<file path="config.mk">
export PLATFORM = sky130hd
export DESIGN_NAME = spi_arbiter
export DESIGN_NICKNAME = d
export VERILOG_FILES = /design/src/rtl/spi_arbiter.sv
export SDC_FILE = /design/constraint.sdc
export NUM_CORES = 1
export LEC_CHECK = 0
export ABC_AREA = 1
export BUFFER_PORTS_ARGS = -buffer_cell sky130_fd_sc_hd__buf_4
export CAP_MARGIN = 15
export CORE_ASPECT_RATIO = 1.5
export CORE_MARGIN = 2
export CORE_UTILIZATION = 42
export DETAILED_ROUTE_END_ITERATION = 10
export GPL_TIMING_DRIVEN = 0
export PLACE_DENSITY = 0.76
export SLEW_MARGIN = 20
export SYNTH_ARGS = -nofsm -noshare
export SYNTH_HDL_FRONTEND = slang
export SYNTH_SLANG_ARGS = --single-unit
</file>
<file path="constraint.sdc">
create_clock -name sys_clk -period 1.79 [get_ports sys_clk]
set_clock_uncertainty 0.05 [all_clocks]
set_input_delay 0.2685 -clock sys_clk [delete_from_list [all_inputs] [get_ports sys_clk]]
set_output_delay 0.2685 -clock sys_clk [all_outputs]
set_load 0.005 [all_outputs]
</file>
<file path="src/rtl/spi_arbiter.sv">
// spi_arbiter: shares one spi_master among NUM_REQ requesters.
//
// - Arbitration is round-robin.
// - Only one SPI transaction is in flight at a time.
// - The winner's mode and send word are captured when it is granted.
// - The received word and a done pulse go back to the winner.
// - Optional feature macro SPI_ARB_TIMEOUT_EN adds an abort when a transaction
//   stays in WAIT too long. The abort reports req_err=1 and req_rdata=16'hFFFF.
//
// Ports:
//   sys_clk, sys_rst   clock and synchronous active-high reset
//   req                per-requester request, held until its done pulse
//   req_mode           per-requester spi_mode, slice i = [2i+1:2i]
//   req_sdata          per-requester send word, slice i = [16i+15:16i]
//   req_grant          one-hot grant, high from grant until done
//   req_done           one-cycle completion pulse to the granted requester
//   req_err            qualifies req_done: 1 = aborted by timeout
//   req_rdata          received word, held until the next completion
//   spi_en             one-cycle start pulse to spi_master
//   spi_mode           mode to spi_master
//   spi_sdata          send word to spi_master
//   spi_rdata          receive word from spi_master
//   spi_done           completion pulse from spi_master
module spi_arbiter #(
  parameter int unsigned NUM_REQ     = 4,
  parameter int unsigned TIMEOUT_CYC = 4096
) (
  input  logic                    sys_clk,
  input  logic                    sys_rst,
  input  logic [NUM_REQ-1:0]      req,
  input  logic [2*NUM_REQ-1:0]    req_mode,
  input  logic [16*NUM_REQ-1:0]   req_sdata,
  output logic [NUM_REQ-1:0]      req_grant,
  output logic [NUM_REQ-1:0]      req_done,
  output logic                    req_err,
  output logic [15:0]             req_rdata,
  output logic                    spi_en,
  output logic [1:0]              spi_mode,
  output logic [15:0]             spi_sdata,
  input  logic [15:0]             spi_rdata,
  input  logic                    spi_done
);

  localparam int unsigned IdxW  = $clog2(NUM_REQ);
  // One extra bit so pointer + offset cannot overflow before the wrap.
  localparam int unsigned ScanW = IdxW + 1;

  if (NUM_REQ < 2 || NUM_REQ > 8 || TIMEOUT_CYC < 2) begin : g_param_check
    $error("spi_arbiter: NUM_REQ must be 2..8 and TIMEOUT_CYC at least 2");
  end

  typedef enum logic [1:0] {StIdle, StIssue, StWait, StDone} state_e;

  state_e            state_q;
  logic [IdxW-1:0]   ptr_q;
  logic [IdxW-1:0]   win_q;

  logic [IdxW-1:0]   win_idx;
  logic              win_found;
  logic [ScanW-1:0]  scan;

  logic [1:0]        mode_slice  [NUM_REQ];
  logic [15:0]       sdata_slice [NUM_REQ];

  for (genvar gi = 0; gi < NUM_REQ; gi++) begin : g_slice
    assign mode_slice[gi]  = req_mode[2*gi +: 2];
    assign sdata_slice[gi] = req_sdata[16*gi +: 16];
  end

  // Round-robin pick: the first set req bit at or after ptr_q, wrapping modulo NUM_REQ.
  always_comb begin
    win_idx   = '0;
    win_found = 1'b0;
    scan      = '0;
    for (int unsigned k = 0; k < NUM_REQ; k++) begin
      scan = {1'b0, ptr_q} + ScanW'(k);
      if (scan >= ScanW'(NUM_REQ)) begin
        scan = scan - ScanW'(NUM_REQ);
      end
      if (!win_found && req[scan[IdxW-1:0]]) begin
        win_found = 1'b1;
        win_idx   = scan[IdxW-1:0];
      end
    end
  end

`ifdef SPI_ARB_TIMEOUT_EN
  localparam int unsigned TmoW = $clog2(TIMEOUT_CYC);
  logic [TmoW-1:0] tmo_q;
`else
  assign req_err = 1'b0;
`endif

  always_ff @(posedge sys_clk) begin
    if (sys_rst) begin
      state_q   <= StIdle;
      ptr_q     <= '0;
      win_q     <= '0;
      req_grant <= '0;
      req_done  <= '0;
      req_rdata <= 16'h0000;
      spi_en    <= 1'b0;
      spi_mode  <= 2'b00;
      spi_sdata <= 16'h0000;
`ifdef SPI_ARB_TIMEOUT_EN
      req_err   <= 1'b0;
      tmo_q     <= '0;
`endif
    end else begin
      spi_en   <= 1'b0;
      req_done <= '0;
      unique case (state_q)
        StIdle: begin
          if (win_found) begin
            win_q     <= win_idx;
            req_grant <= NUM_REQ'(1) << win_idx;
            spi_mode  <= mode_slice[win_idx];
            spi_sdata <= sdata_slice[win_idx];
            // The start pulse coincides with the ISSUE cycle.
            spi_en    <= 1'b1;
            state_q   <= StIssue;
          end
        end
        StIssue: begin
`ifdef SPI_ARB_TIMEOUT_EN
          tmo_q <= '0;
`endif
          state_q <= StWait;
        end
        StWait: begin
          if (spi_done) begin
            req_rdata       <= spi_rdata;
            req_done[win_q] <= 1'b1;
`ifdef SPI_ARB_TIMEOUT_EN
            req_err         <= 1'b0;
`endif
            state_q         <= StDone;
          end
`ifdef SPI_ARB_TIMEOUT_EN
          else if (tmo_q == TmoW'(TIMEOUT_CYC - 1)) begin
            req_rdata       <= 16'hFFFF;
            req_done[win_q] <= 1'b1;
            req_err         <= 1'b1;
            state_q         <= StDone;
          end else begin
            tmo_q <= tmo_q + 1'b1;
          end
`endif
        end
        StDone: begin
          req_grant <= '0;
          ptr_q     <= (win_q == IdxW'(NUM_REQ - 1)) ? '0 : win_q + 1'b1;
          state_q   <= StIdle;
        end
        default: state_q <= StIdle;
      endcase
    end
  end

endmodule

</file>
==> flow_summary.ini, run 1 <==
[floorplanning]
fp-row-count = 37
initial_utilization = 0.429
dieArea_um2 = 7650
core_um2 = 6810
die_w_um = 72.1
die_h_um = 106
ios = 139

[logic_synthesis]
yosysTopAreaCell = dfxtp_1
synthAdderAreaFrac = 0.0343
synth_top_area_share = 0.336
syn_inst = 478
ys_warn_count = 0
avgSynthCellArea_um2 = 6.11
async_reset_ff_frac = 0
syn_nets = 581
synth_flop_cell = dfxtp_1
yosysUniqueCellTypes = 26
muxShareOfSynthArea = 0
synth_top_family_by_area = simple AND/OR/NAND/NOR gates
ys_ff_latch = 49
synth-edff-count = 0
syn_area_um2 = 2920
yosys-top-cells-area = dfxtp_1 (34%), nand2_1 (20%), nand3_1 (11%)
synth_xor_area_frac = 0
yosysSeqAreaShare = 0.336
synth_compound_area_frac = 0.0639
yosys.area_share.simple = 0.451

[flow_run]
drv_cap = 0

[clock_network]
clock_path_buffers = 2
cts_tree = yes
insertion_delay_ps = 300
cts_buffers = 5
root_buffer = clkbuf_8
clk_pin_slew_ps = 90
cts_hold_buffers = 0
clkSinkCount = 49
htree_levels = 2

[power]
p_leak_nw = 2.48
p_int_mw = 4.03
power_switching_mw = 3.30
power_frac_clock = 0.114
swShare = 0.450
power_density_nw_per_um2 = 1590
share_seq_of_total_power = 0.224
ir_drop_v = 0.000982
p_comb_frac = 0.662

[routing]
drt_first_pass_iters = 7
drt_iter0_markers = 159
wl_per_cell_um = 13.5
ant_nets = 0
viasPerCell = 5.01
drc = 0
wl_um = 9610
vias = 3559

[global_route]
grt_remaining_overflow = 0
antenna_found_initial = 0
grt_pass1_vias = 3347
grt_pass1_wl_um = 15300
grt_max_degree = 16
grt_use_total = 0.249

[critical_path]
path_max_fanout = 10
cp.arrival_ps = 2130
path_class = reg2reg
endpoint_kind = flop
worstPathRequired_ps = 1950
start_kind = flop

[outcome]
violations = setup timing
outcome = finished with violations

[timing]
drv_slew = 0
max-slew-margin-rel = 0.656
worst_slew_pin_slew_ps = 516
setup_tns_ps = -3320
hold_viol = 0
final-setup-viol-count = 25
rsz0062_at_grt = true
finalCriticalPeriod_ps = 1970
finalHoldWorstSlack_ps = 165
max_freq_ghz = 0.507
fin_ws_ps = -182
fin_crit_sh = 1.10

[final_layout]
antenna_cells = 0
drive_gt1_frac = 0.373
nNetsFinal = 735
area_growth_pct = 57.9

[min_path]
hold_path_class = in2reg

[place]
portBuffers = 136
dp_slack_ps = -217
dpl.hpwl_um = 6800
place.gp.congestion = 0.859
cells by family (layout without fill, tap and decap cells):
kind of cell	Yosys count	in the layout
AOI/OAI and AO/OA	36	36
adders and majority gates	8	8
other	1	1
and+or+nand+nor	314	314
buffers and inverters	70	225
DFF	49	49
per-stage QoR:
stage               std cells  area [µm²]  utilization  power, mW
finish                    711        4610        0.677       7.33
global route              711        4610        0.677       7.97
CTS                       708        4390        0.646       6.92
detailed placement        692        4040        0.593       5.49
global placement          692        4040        0.593       5.41
floorplan                 478        2920            -       4.24
sequential cells by signal (all words and copies together) (netlist names):
| signal | count |
|---|---|
| req_rdata | 16 |
| spi_en | 1 |
| spi_sdata | 16 |
| ptr_q | 2 |
| state_q | 2 |
| win_q | 2 |
| req_grant | 4 |
| req_done | 4 |
| spi_mode | 2 |
timing repair:
action	in CTS	in global routing
buffers inserted	6	3
cloned	3	0
resized for setup	46	57
endpoints found under the setup margin	25	37
hold endpoints to repair	0	0
pin swaps	21	13
routing by layer:
layer | GRT usage | share of wire | vias up | wire (µm)
met1 | 0.277 | 0.37 | 1602 | 3580
met4 | 0.0849 | 0.017 | 0 | 168
met3 | 0.0370 | 0.065 | 17 | 623
met2 | 0.467 | 0.55 | 148 | 5240
li1 | - | - | 1792 | -
met5 | 0 | 0 | - | 0
power groups by stage:
stage	combinational, mW	sequential, mW	clock, mW
2_1_floorplan	2.61	1.62	0
3_3_place_gp	3.80	1.62	0
3_5_place_dp	3.86	1.64	0
4_1_cts	4.43	1.63	0.856
5_1_grt	5.40	1.67	0.897
6_report	4.85	1.64	0.837
placed cells by master, fill, tap and decap left out, types with 2 or more instances in the layout:
master,instances
buf_4,152
nand2_1,134
nor2_1,71
nand3_1,65
dfxtp_1,47
inv_1,36
nand2_2,21
o21ai_0,17
a21oi_1,8
ha_1,8
nand2_4,7
buf_6,7
clkbuf_8,6
buf_8,5
nor2_4,5
clkbuf_1,5
nand2_8,3
o21ai_2,3
a21oi_2,3
inv_6,2
nand3_2,2
nand3_4,2
inv_4,2
clkinvlp_4,2
nor2_2,2
inv_2,2
buf_16,2
dfxtp_4,2
layout make-up:
type	count	area (µm²)
Buffer	26	230
Sequential cell	49	988
Clock inverter	2	37.5
Multi-Input combinational cell	359	1840
Tap cell	78	97.6
Clock buffer	6	82.6
Timing Repair Buffer	148	1150
Inverter	43	180
Fill cell	616	2200
cell usage after synthesis (all sizes together) (6+ instances only):
cell type  count
a21oi         12
buf           21
clkbuf         6
dfxtp         49
ha             8
inv           42
nand2        165
nand3         69
nor2          78
o21ai         22
path summary, 6_finish.rpt:
path / startpoint / end / slack [ps] / cells after the start
hold reg to reg: req_rdata[10] / req_rdata[10] / 440 / 2
hold / removal: spi_rdata[10] / req_rdata[10] / 170 / 3
setup / recovery: ptr_q[0] / spi_sdata[13] / -180 / 15
setup reg to reg: ptr_q[0] / spi_sdata[13] / -180 / 15
critical path, cell delays in order, from the launching register on:
cell	delay [ps]
dfxtp_4	380
buf_8	140
nand2_4	90
nand2_8	70
nand2_2	80
nand2_2	70
nor2_4	130
buf_4	140
nand3_1	80
nand2_2	150
inv_4	70
buf_6	150
nor2_1	90
nor2_1	50
nand2_1	90
inv_1	40
(Power assumes the default switching activity.)
==> run 2: changes to the inputs <==
--- a/config.mk
+++ b/config.mk
@@ -10,11 +10,11 @@
 export CAP_MARGIN = 15
 export CORE_ASPECT_RATIO = 1.5
 export CORE_MARGIN = 2
-export CORE_UTILIZATION = 42
+export CORE_UTILIZATION = 30
 export DETAILED_ROUTE_END_ITERATION = 10
 export GPL_TIMING_DRIVEN = 0
-export PLACE_DENSITY = 0.76
 export SLEW_MARGIN = 20
 export SYNTH_ARGS = -nofsm -noshare
 export SYNTH_HDL_FRONTEND = slang
 export SYNTH_SLANG_ARGS = --single-unit
+export TNS_END_PERCENT = 50
==> flow_summary.ini, run 2 (synthesis gave the netlist of run 1 again) <==
[min_path]
hold_path_class = in2reg

[timing]
drv_slew = 0
hold_viol = 0
fin_ws_ps = -166
finalCriticalPeriod_ps = 1960
rsz0062_at_grt = true
fin_crit_sh = 1.09
final-setup-viol-count = 22
max_freq_ghz = 0.511
setup_tns_ps = -2480
finalHoldWorstSlack_ps = 183

[global_route]
antenna_found_initial = 0
grt_pass1_wl_um = 15900
grt_max_degree = 17
grt_pass1_vias = 3526
grt_use_total = 0.183
grt_remaining_overflow = 0

[power]
fin_total_pwr_mw = 7.73
p_leak_nw = 2.52
power_density_nw_per_um2 = 1630
ir_drop_v = 0.000827

[routing]
drt_first_pass_iters = 4
ant_nets = 0
drt-met1-wl_um = 3960
vias = 3567
viasPerCell = 4.72
drc = 0
drt_iter0_markers = 141
wl_per_cell_um = 13.6
wl_um = 10300
route.met3.wl_um = 687
topRoutingLayerUsed = met4
dr_wl_met2_um = 5360

[final_layout]
drive_gt1_frac = 0.392
reg_top3 = req_rdata x16, spi_sdata x16
area_growth_pct = 63.0
fillCellCount = 1021
seqCellArea_um2 = 988
multi_input_area_um2 = 1850
nNetsFinal = 742
final_common_cell = buf_4
layout_common_cells = buf_4 (154), nand2_1 (127), nor2_1 (72)
antenna_cells = 0
finalNonFillerCells = 755

[critical_path]
cp_common_cell = nand2_1
max_stage_delay_ps = 390
rrSetupSlack_ps = -170
cp.arrival_ps = 2100
critPathTopFamily = simple AND/OR/NAND/NOR gates
rr_endpoint = spi_sdata[14]
path_cells = buf_6, nand2_2, nand3_2, nand2_4, nor2_4, nand3_4, nand2_8, nand2_8, buf_8, nand2_1, nand2_1, nand2_1, nand3_1, nand2_1, inv_1
crit_end = spi_sdata[14]
start_kind = flop
endpoint_kind = flop
path_max_fanout = 10
cp_num_cells = 15
r2r_start = ptr_q[0]
cp-startpoint = ptr_q[0]
crit_buf_inv = 3
path_class = reg2reg
worstPathRequired_ps = 1930
cp_slowest_cell = dfxtp_4
worstRegToRegCells = 15

[flow_run]
drv_cap = 0

[clock_network]
clkSinkCount = 49
cts_tree = yes
clock_path_buffers = 2
insertion_delay_ps = 290
clk_pin_slew_ps = 70
htree_levels = 2
root_buffer = clkbuf_16
cts_buffers = 5
cts_hold_buffers = 0

[floorplanning]
ios = 139
dieArea_um2 = 10600
die_h_um = 125
initial_utilization = 0.305
fp-row-count = 44
die_w_um = 84.5
core_um2 = 9580

[place]
dp_cells = 729
place.gp.congestion = 0.877
portBuffers = 136
dpl.hpwl_um = 7430

[outcome]
outcome = finished with violations
violations = setup timing
## run 2: repair_timing
action,4_1_cts,5_1_grt
endpoints found under the setup margin,25,36
resized for setup,20,92
pin swaps,2,11
gates cloned,2,3
buffers inserted,9,4
## run 2: metal layers
metal | vias up | global-route usage
met5 | - | 0
met4 | 0 | 0.0803
met3 | 14 | 0.0451
met2 | 134 | 0.327
met1 | 1613 | 0.200
li1 | 1806 | -
## run 2: worst min-delay path, stage by stage
cell and delay (ps):
buf_4 70, o21ai_0 70, nor2_1 70
## run 2: power breakdown
group / internal [mW] / switching (mW) / leakage [nW]
clock: 0.518 / 0.424 / 0.0621
sequential: 1.42 / 0.207 / 0.404
combinational: 2.31 / 2.86 / 2.06
## run 2: worst min path at each step
| stage | from | to | slack (ps) | cells after the start |
|---|---|---|---|---|
| 2_1_floorplan | spi_rdata[0] | req_rdata[0] | 390 | 2 |
| 3_3_place_gp | req_rdata[4] | req_rdata[4] | 420 | 2 |
| 3_5_place_dp | req_rdata[9] | req_rdata[9] | 430 | 2 |
| 4_1_cts | spi_rdata[11] | req_rdata[11] | 180 | 3 |
| 5_1_grt | spi_rdata[3] | req_rdata[3] | 200 | 3 |
| 6_report | spi_rdata[11] | req_rdata[11] | 180 | 3 |
## run 2: final cells by class
class | instances | share of cell area
Buffer | 27 | 0.0502
Multi-Input combinational cell | 359 | 0.389
Clock inverter | 3 | 0.00473
Inverter | 43 | 0.0373
Tap cell | 115 | 0.0302
Sequential cell | 49 | 0.208
Timing Repair Buffer | 154 | 0.254
Clock buffer | 5 | 0.0263
## run 2: through the flow
step | worst slack [ps] | util | area (µm²)
4_1_cts | -114 | 0.456 | 4370
2_1_floorplan | 77.5 | - | 2920
5_1_grt | -316 | 0.497 | 4760
3_3_place_gp | -230 | 0.426 | 4080
6_report | -166 | 0.497 | 4760
3_5_place_dp | -220 | 0.426 | 4080
